===== config.mk =====
export PLATFORM = sky130hd
export DESIGN_NAME = seq_nonrestoring_divider
export DESIGN_NICKNAME = d
export VERILOG_FILES = /design/src/rtl/div_pkg.sv /design/src/rtl/addsub_row.sv /design/src/rtl/seq_nonrestoring_divider.sv
export SDC_FILE = /design/constraint.sdc
export NUM_CORES = 1
export LEC_CHECK = 0
export ABC_AREA = 1
export CAP_MARGIN = 40
export CORE_MARGIN = 3
export CORE_UTILIZATION = 40
export CTS_BUF_LIST = sky130_fd_sc_hd__clkbuf_8
export DETAILED_ROUTE_END_ITERATION = 16
export PLACE_DENSITY = 0.58
export SLEW_MARGIN = 20
export SYNTH_ARGS = -nofsm -noshare
export SYNTH_HDL_FRONTEND = slang
export SYNTH_SLANG_ARGS = --single-unit
export TNS_END_PERCENT = 100

===== constraint.sdc =====
create_clock -name clk -period 6 [get_ports clk]
set_input_delay 1.8 -clock clk [delete_from_list [all_inputs] [get_ports clk]]
set_output_delay 1.8 -clock clk [all_outputs]
set_load 0.05 [all_outputs]

===== src/rtl/div_pkg.sv =====
// Shared constants for the sequential non-restoring divider: FSM encoding and
// the default operand width.
package div_pkg;

    localparam int DEFAULT_WIDTH = 8;

    localparam logic [1:0] S_IDLE = 2'd0;
    localparam logic [1:0] S_RUN  = 2'd1;
    localparam logic [1:0] S_FIX  = 2'd2;
    localparam logic [1:0] S_DONE = 2'd3;

endpackage


===== src/rtl/addsub_row.sv =====
// Ripple row of controlled adder/subtractor cells: sum = a + (b ^ {N{sub}}) + sub.
// With sub=1 this is a - b in two's complement.
module addsub_row #(
    parameter int N = 9
) (
    input  logic [N-1:0] a,
    input  logic [N-1:0] b,
    input  logic         sub,
    output logic [N-1:0] sum,
    output logic         cout
);

    logic [N:0] carry;

    assign carry[0] = sub;

    for (genvar i = 0; i < N; i++) begin : g_cell
        logic bx;
        assign bx         = b[i] ^ sub;
        assign sum[i]     = a[i] ^ bx ^ carry[i];
        assign carry[i+1] = (a[i] & bx) | (a[i] & carry[i]) | (bx & carry[i]);
    end

    assign cout = carry[N];

endmodule


===== src/rtl/seq_nonrestoring_divider.sv =====
// Unsigned sequential divider, one quotient bit per cycle (non-restoring),
// followed by a single remainder-correction cycle.
module seq_nonrestoring_divider
    import div_pkg::*;
#(
    parameter int WIDTH = DEFAULT_WIDTH
) (
    input  logic             clk,
    input  logic             rst,
    input  logic             start,
    input  logic [WIDTH-1:0] dividend,
    input  logic [WIDTH-1:0] divisor,
    output logic             busy,
    output logic             done,
    output logic [WIDTH-1:0] quotient,
    output logic [WIDTH-1:0] remainder,
    output logic             div_by_zero
);

    localparam int CW = $clog2(WIDTH + 1);

    logic [1:0]       state;
    logic [CW-1:0]    cnt;
    logic [WIDTH:0]   rem_r;
    logic [WIDTH-1:0] q_r;
    logic [WIDTH-1:0] d_r;

    logic [WIDTH:0]   op_a;
    logic [WIDTH:0]   op_b;
    logic             op_sub;
    logic [WIDTH:0]   sum;
    logic [WIDTH:0]   rem_fix;
    logic             unused_cout;

    // One adder row serves both the iteration step and the final correction.
    always_comb begin
        op_b = {1'b0, d_r};
        if (state == S_FIX) begin
            op_a   = rem_r;
            op_sub = 1'b0;
        end else begin
            op_a   = {rem_r[WIDTH-1:0], q_r[WIDTH-1]};
            op_sub = ~rem_r[WIDTH];
        end
    end

    addsub_row #(.N(WIDTH + 1)) u_row (
        .a    (op_a),
        .b    (op_b),
        .sub  (op_sub),
        .sum  (sum),
        .cout (unused_cout)
    );

    assign rem_fix = rem_r[WIDTH] ? sum : rem_r;

    always_ff @(posedge clk) begin
        if (rst) begin
            state       <= S_IDLE;
            cnt         <= '0;
            rem_r       <= '0;
            q_r         <= '0;
            d_r         <= '0;
            quotient    <= '0;
            remainder   <= '0;
            div_by_zero <= 1'b0;
        end else begin
            case (state)
                S_IDLE: begin
                    if (start) begin
                        d_r         <= divisor;
                        q_r         <= dividend;
                        rem_r       <= '0;
                        cnt         <= CW'(WIDTH);
                        div_by_zero <= 1'b0;
                        if (divisor == '0) begin
                            quotient    <= '1;
                            remainder   <= dividend;
                            div_by_zero <= 1'b1;
                            state       <= S_DONE;
                        end else begin
                            state <= S_RUN;
                        end
                    end
                end
                S_RUN: begin
                    rem_r <= sum;
                    q_r   <= {q_r[WIDTH-2:0], ~sum[WIDTH]};
                    cnt   <= cnt - CW'(1);
                    if (cnt == CW'(1))
                        state <= S_FIX;
                end
                S_FIX: begin
                    rem_r     <= rem_fix;
                    quotient  <= q_r;
                    remainder <= rem_fix[WIDTH-1:0];
                    state     <= S_DONE;
                end
                default: state <= S_IDLE;
            endcase
        end
    end

    assign busy = (state != S_IDLE);
    assign done = (state == S_DONE);

endmodule


Word-level counts from Yosys, hierarchy flattened
Cells that the tools add are included.
{ "totals": {"input_bits": 19, "output_inout_bits": 19, "wordCells": 115, "reg_bits": 48} }
{ "op_classes": {"reduce_logical": 11, "bitwise": 68, "eq_ne": 7, "n_mux": 20, "add_sub_neg": 1} }
{ "ops": {"columns": ["operator", "count"], "rows": [
  ["$pmux W8 S2", 3],
  ["$mux W8", 5],
  ["$mux W9", 3],
  ["$pmux W9 S3", 1],
  ["$xor A1 B1 Y1", 26],
  ["$and A1 B1 Y1", 24],
  ["$or A1 B1 Y1", 16],
  ["$logic_not A8 Y1", 1],
  ["$pmux W4 S2", 1],
  ["$reduce_and A2 Y1", 4],
  ["$mux W2", 3],
  ["$ne A2 B2 Y1 const B", 3],
  ["$pmux W2 S3", 1],
  ["$reduce_bool A2 Y1", 3],
  ["$eq A2 B2 Y1 const B", 2],
  ["$eq A4 B1 Y1 const B", 1],
  ["$mux W4", 1],
  ["$sub A4 B1 Y4 const B", 1],
  ["$reduce_and A3 Y1", 1],
  ["$reduce_bool A3 Y1", 1],
  ["$eq A2 B1 Y1 const B", 1],
  ["$logic_not A2 Y1", 1],
  ["$mux W1", 2],
  ["$not A1 Y1", 2]
]} }

Logic depth before layout (Yosys ltp)
Gate-level depths: netlist of run 1.
{ "depth": {"ltp_word": 30, "depth_mapped": 22, "mapped_depth_nobuf": 22} }

By module
Synthesis of run 1 repeated with hierarchy kept, for this count alone.
{ "hier_totals": {"cells_unflattened": 431, "hier_area_um2": 2879.0} }
{ "modules_own_cells": {"columns": ["mod", "n_inst", "area_per_inst_um2", "cells_each"], "rows": [
  ["seq_nonrestoring_divider", 1, 2501.1, 367],
  ["addsub_row", 1, 377.9, 64]
]} }

Worst setup path before layout of run 1
OpenSTA, ideal clock, no wires.
{ "synth_timing": {"path_kind": "register to register", "start": "reg state[0]", "end": "reg q_r[0]", "stages_incl_launch_ff": 22, "t_required_ns": 5.890, "slack_ns": 1.536, "synth_period_minus_slack_ns": 4.464, "n_path_buf": 1, "t_arrival_ns": 4.353, "cell_sequence": "dfxtp_1 inv_1 ha_1 buf_2 nor2_2 a21boi_0 fa_1 inv_1 fa_1 inv_1 fa_1 fa_1 fa_1 fa_1 fa_1 xor2_1 nand2_1 nand3_1 nand2_1 nand2_1 nand3_1 inv_1"} }
{ "synth_between": {"elab_chain_len": 30} }
{ "synth_lines": {"columns": ["item", "line_no", "rtl"], "rows": [
  ["start: declaration", "seq_nonrestoring_divider.sv:22", "logic [1:0] state;"],
  ["start signal: assignment", "seq_nonrestoring_divider.sv:59", "state <= S_IDLE;"],
  ["start signal: assignment", "seq_nonrestoring_divider.sv:80", "state <= S_DONE;"],
  ["start signal: assignment", "seq_nonrestoring_divider.sv:82", "state <= S_RUN;"],
  ["$eq A2 B2 Y1", "seq_nonrestoring_divider.sv:38", "if (state == S_FIX) begin"],
  ["$mux W1", "seq_nonrestoring_divider.sv:38", null],
  ["$xor A1 B1 Y1", "addsub_row.sv:19", "assign bx = b[i] ^ sub;"],
  ["$and A1 B1 Y1", "addsub_row.sv:21", "assign carry[i+1] = (a[i] & bx) | (a[i] & carry[i]) | (bx & carry[i]);"],
  ["$or A1 B1 Y1 (2 in a row)", "addsub_row.sv:21", null],
  ["$and A1 B1 Y1", "addsub_row.sv:21", null],
  ["$or A1 B1 Y1 (2 in a row)", "addsub_row.sv:21", null],
  ["$and A1 B1 Y1", "addsub_row.sv:21", null],
  ["(+9 left out)", null, null],
  ["$or A1 B1 Y1 (2 in a row)", "addsub_row.sv:21", null],
  ["$and A1 B1 Y1", "addsub_row.sv:21", null],
  ["$or A1 B1 Y1 (2 in a row)", "addsub_row.sv:21", null],
  ["$and A1 B1 Y1", "addsub_row.sv:21", null],
  ["$or A1 B1 Y1 (2 in a row)", "addsub_row.sv:21", null],
  ["$xor A1 B1 Y1", "addsub_row.sv:20", "assign sum[i] = a[i] ^ bx ^ carry[i];"],
  ["$not A1 Y1", "seq_nonrestoring_divider.sv:88", "q_r <= {q_r[WIDTH-2:0], ~sum[WIDTH]};"],
  ["$pmux W8 S2", "seq_nonrestoring_divider.sv:68", "case (state)"],
  ["end signal: assignment", "seq_nonrestoring_divider.sv:72", "q_r <= dividend;"],
  ["end signal: assignment", "seq_nonrestoring_divider.sv:88", null],
  ["end: declaration", "seq_nonrestoring_divider.sv:25", "logic [WIDTH-1:0] q_r;"]
]} }
Parallel ways exist; a longest one is shown, timed or not.
A chain may end at the register's enable or synchronous reset.

Final worst setup path of run 1
Ends and elaborated chain as after synthesis.

==> impl_metrics.tcl, run 1 <==
set metrics [dict create \
    regToRegEndpoint "q_r[0]" \
    wl_per_cell_um 13.4 \
    ant_nets 0 \
    n_antenna_cell 0 \
    ff2ff_path_depth 21 \
    final_nets 424 \
    arrival_ps 5030 \
    synth_edf_count 0 \
    crit_type "reg2reg" \
    netlist.area_leader.share_pct 37.2 \
    relSlewSlack_pct 49.7 \
    setup-violations-final 0 \
    setup_slack_ps 1190 \
    power_density_mw_per_mm2 486 \
    required_ps 6220 \
    syn_to_final_growth_pct 20.4 \
    dieWidth_um 86.4 \
    die-area_mm2 0.00746 \
    ys_types 30 \
    cts-root-buf "clkbuf_8" \
    clkLatencyLatePin_ps 310 \
    hold_viol 0 \
    regToRegStartpoint "state[0]" \
    dr.pass1.iters 5 \
    finalCriticalPeriod_ps 4810 \
    gp_congestion 0.857 \
    power_frac_comb_pct 53.6 \
    cts_resized 0 \
    swShare_pct 45.6 \
    cp-end-kind "register" \
    grt_start_max_net_pins 26 \
    p_total_mw 1.51 \
    place.detailed.hpwl_um 4550 \
    place_ws_ps 1180 \
    fp.coreArea_mm2 0.00610 \
    drtIter0Drc 130 \
    place_area_mm2 0.00300 \
    holdWs_ps 469 \
    synth_cells 362 \
    grt_util_all_layers_pct 17.9 \
    initial_core_util_pct 42.4 \
    min_to "quotient[2]" \
    instances_no_fill 468 \
    grt_pass1_wl_um 10700 \
    avgSynthCellArea_um2 7.13 \
    viasPerCell 5.07 \
    ys_ff_latch 48 \
    grt_pass1_vias 2204 \
    seqPwrFrac_pct 30.2 \
    leakage_nw 1.30 \
    synth-seq-area-share_pct 37.2 \
    cts_max_path_buffers 2 \
    cts_hold_buf 0 \
    rows 28 \
    nFillCells 640 \
    finish.utilization_pct 51.0 \
    cts_sinks 48 \
    portBuffers 37 \
    yosys_warnings 0 \
    antenna_found_initial 0 \
    hold_path_class "reg2reg" \
    crit_path_start_kind "register" \
    switchingPower_uw 690 \
    synth_nets 394 \
    crit_start "state[0]" \
    hold_depth 2 \
    grt.overflow.total 0 \
    ioPinCount 38 \
    drcViolationCount 0 \
    place_inst 460 \
    drv_cap 0 \
    netlist_area_mm2 0.00258 \
    routed_wl_um 6260 \
    die_h_um 86.4 \
    tightestPinTransition_ps 754 \
    path_clk_slew_ps 100 \
    synth-main-ff-cell "dfxtp_1" \
    cts_setup_buffers 0 \
    drive_gt1_share_pct 6.36 \
    path_max_fanout 14 \
    regToRegSetupSlack_ps 1190 \
    fin_area_mm2 0.00311 \
    clkPwrFrac_pct 16.2 \
    cts.htree.levels 2 \
    finalCritPeriodShare_pct 80.2 \
    vias 2373 \
    finalSetupTns_ps 0 \
    p_int_uw 822 \
    synthArstFlopShare_pct 0 \
    finalMaxSlewViolations 0 \
    ir_drop_uv 335 \
    skew_ps 9.75 \
    status "finished clean" \
    ys_top_cells_by_area "dfxtp_1 (37%), nand2_1 (15%), o21ai_0 (7.2%)" \
    rsz0062_at_grt "false" \
    fmax_ghz 0.208 \
    synth_top_area_cell "dfxtp_1" \
    cts_buffers 5 \
    hold_start "quotient[2]" \
    cts_tree "done" \
]
==> layer usage <==
layer / GRT usage (%) / part of all wire, % / vias up
met4: 4.53 / 0.91 / 0
met5: 0 / 0 / -
met2: 28.7 / 44 / 61
met1: 24.8 / 48 / 1084
met3: 3.52 / 7.0 / 6
li1: - / - / 1222
==> sequential cells by signal (all words and copies together), names as in the netlist <==
signal / flops
cnt: 4
d_r: 8
div_by_zero: 1
q_r: 8
quotient: 8
rem_r: 9
remainder: 8
state: 2
==> worst max path at each step <==
stage	to	slack (ps)	depth (start not counted)
6_report	q_r[0]	1190	21
5_1_grt	q_r[0]	850	21
4_1_cts	q_r[0]	1150	21
3_5_place_dp	q_r[0]	1180	21
3_3_place_gp	q_r[0]	1300	21
2_1_floorplan	q_r[0]	1540	21
==> cell type report <==
class	instances	area (um^2)	area share, %
multi-input cells	269	1430	45.9
flip-flops and latches	48	961	30.9
repair buffers	39	405	13.0
inverters	29	109	3.50
well taps	75	93.8	3.02
clock buffers	5	68.8	2.21
clock inverters	3	46.3	1.49
==> critical path, cell delays in order, from the launching register on <==
cell and delay (ps):
dfxtp_1 390, inv_1 80, ha_1 220, buf_4 190, nor2_2 350, a21boi_0 180, fa_1 380, inv_1 80
fa_1 160, inv_1 50, fa_1 380, fa_1 390, fa_1 400, fa_1 420, fa_1 450, xor2_1 170
nand2_1 80, nand3_1 80, nand2_1 90, nand2_1 50, nand3_1 90, inv_1 50
==> power groups by stage <==
stage / Clock (mW) / Combinational (mW) / Sequential [mW]
floorplan: 0 / 0.582 / 0.504
global placement: 0 / 0.805 / 0.461
detailed placement: 0 / 0.819 / 0.463
CTS: 0.253 / 0.821 / 0.456
global route: 0.266 / 0.925 / 0.468
finish: 0.245 / 0.811 / 0.456
==> cell families after synthesis <==
kind of cell | Yosys count | synth area share (%)
AOI/OAI and AO/OA | 92 | 19.3
xor gates and xnor gates | 9 | 3.05
adders and majority gates | 13 | 8.33
buffers and inverters | 45 | 7.56
DFF | 48 | 37.2
and+or+nand+nor | 155 | 24.5
==> synth_stat cells, drive strengths merged, types with 3 or more instances <==
library cell / n
nand3: 6
buf: 7
a21oi: 32
a31oi: 7
xnor2: 6
inv: 29
clkbuf: 9
dfxtp: 48
xor2: 3
or2: 4
fa: 7
nor2: 42
ha: 6
nand2: 102
o21ai: 48
==> cell usage in the layout (no fill, tap or decap), types with 2 or more instances in the layout <==
master,count
xor2_1,3
nand2_2,2
nor2_1,38
a211oi_1,2
inv_2,2
o21ai_1,10
nor2_4,3
fa_1,7
xnor2_1,6
nand3_1,6
clkbuf_8,5
a21oi_1,31
inv_1,27
nand2_1,100
o21ai_0,37
or2_2,3
clkdlybuf4s50_1,37
a31oi_1,7
dfxtp_1,48
ha_1,6
Note: power is estimated with default switching activity, not from simulation.
==> inputs of run 2 (changes only) <==
==> constraint.sdc (replaced) <==
create_clock -name clk -period 5.04 [get_ports clk]
set_input_delay 1.512 -clock clk [delete_from_list [all_inputs] [get_ports clk]]
set_output_delay 1.512 -clock clk [all_outputs]
set_load 0.05 [all_outputs]
==> run 2 against run 1 <==
Clock power up 38%. Highest routed layer unchanged. Wire length grew 1.8%. First-iteration DRC count decreased by 16%. Power rose by 24%. Hold slack better by 0.95 ps. Largest cell class unchanged. Count of clock-buffer cells in the layout unchanged. Combinational power grew 22%. Largest power group unchanged.
==> impl_metrics.tcl, run 2 (same netlist as run 1, synthesis figures left out) <==
set metrics [dict create \
    status "finished clean" \
    layout_commonest_cell "nand2_1" \
    drv_cap 0 \
    arrival_ps 4750 \
    nFillCells 636 \
    finalCriticalPeriod_ps 4540 \
    die_h_um 86.4 \
    path_clk_slew_ps 100 \
    grt_pass1_wl_um 10700 \
    viasPerCell 5.02 \
    cp-end-kind "register" \
    grt_util_all_layers_pct 18.1 \
    leakage_nw 1.32 \
    largest-register "rem_r" \
    cts.htree.levels 2 \
    hold_viol 0 \
    portBuffers 37 \
    wl_per_cell_um 13.5 \
    rsz0062_at_grt "false" \
    largest_reg_flops 9 \
    finalCritPeriodShare_pct 90.1 \
    finish.utilization_pct 51.4 \
    antenna_found_initial 0 \
    fp.coreArea_mm2 0.00610 \
    die-area_mm2 0.00746 \
    tightestPinTransition_ps 742 \
    cts_sinks 48 \
    place_inst 463 \
    n_antenna_cell 0 \
    ir_drop_uv 380 \
    required_ps 5250 \
    power_density_mw_per_mm2 597 \
    cts_max_path_buffers 2 \
    drive_gt1_share_pct 7.07 \
    grt.overflow.total 0 \
    multi_input_area_mm2 0.00143 \
    routed_wl_um 6380 \
    vias 2366 \
    crit_type "reg2reg" \
    grt_start_max_net_pins 26 \
    dr.pass1.iters 4 \
    crit_path_start_kind "register" \
    place.detailed.hpwl_um 4480 \
    finalSetupTns_ps 0 \
    cts_resized 0 \
    dieWidth_um 86.4 \
    cts_tree "done" \
    final_cell_mix "nand2_1 (100), dfxtp_1 (48), nor2_1 (38)" \
    drtIter0Drc 109 \
    ant_nets 0 \
    cts_buffers 5 \
    gp_congestion 0.845 \
    final_nets 427 \
    clkLatencyLatePin_ps 300 \
    skew_ps 10.8 \
    finalMaxSlewViolations 0 \
    initial_core_util_pct 42.4 \
    relSlewSlack_pct 50.5 \
    cts-root-buf "clkbuf_8" \
    rows 28 \
    regToRegSetupSlack_ps 500 \
    register_area_um2 961 \
    instances_no_fill 471 \
    grt_pass1_vias 2213 \
    fmax_ghz 0.220 \
    syn_to_final_growth_pct 21.4 \
    path_max_fanout 10 \
    setup-violations-final 0 \
    ioPinCount 38 \
    cts_setup_buffers 0 \
    cts_hold_buf 0 \
    drcViolationCount 0 \
    hold_path_class "reg2reg" \
]
run 2: changes by cell type in the layout (fill, tap and decap cells not counted):
cell,before,now
buf_4,1,5
buf_16,1,0
clkinvlp_4,1,0
bufinv_16,1,2
run 2: through the flow:
step           cell area (um^2)  setup WS (ps)  hold slack (ps)  total power [mW]
6_report                   3140            497              470              1.87
3_3_place_gp               3000            670              453              1.52
3_5_place_dp               3000            540              456              1.54
4_1_cts                    3140            506              471              1.88
2_1_floorplan              2580            576              447              1.29
5_1_grt                    3140            198              494              2.04
run 2: power by group:
group,internal (mW),switching (mW),total (mW)
logic,0.364,0.629,0.993
registers,0.473,0.0660,0.539
clock network,0.200,0.139,0.339
total,1.04,0.834,1.87
run 2: cell type report:
| type | count | area share (%) |
|---|---|---|
| Multi-Input combinational cell | 269 | 45.5 |
| Inverter | 29 | 3.47 |
| Sequential cell | 48 | 30.6 |
| Timing Repair Buffer | 42 | 13.0 |
| Tap cell | 75 | 2.99 |
| Clock buffer | 5 | 2.19 |
| Clock inverter | 3 | 2.19 |
run 2: path summary, 6_finish.rpt:
path,start,to,cells past startpoint
hold reg to reg,quotient[2],quotient[2],2
hold / removal,quotient[2],quotient[2],2
setup / recovery,state[0],q_r[0],22
setup reg to reg,state[0],q_r[0],22
run 2: routing by layer:
layer  vias to the layer above  GRT usage [%]  part of all wire [%]
li1                       1228              -                     -
met3                         6           3.99                   6.8
met2                        81           29.4                    45
met5                         -              0                     0
met1                      1051           24.4                    47
met4                         0           4.67                  0.91
run 2: critical path: stages, from the launching register on:
cell	delay [ps]
dfxtp_1	350
inv_1	80
ha_1	300
buf_4	220
nand2_1	60
inv_1	60
a21oi_1	60
fa_1	440
inv_1	80
fa_1	150
inv_1	50
fa_1	390
fa_1	390
fa_1	400
fa_1	400
fa_1	440
xor2_1	170
nand2_1	60
nand3_1	80
nand2_1	90
nand2_1	50
nand3_1	90
inv_1	50
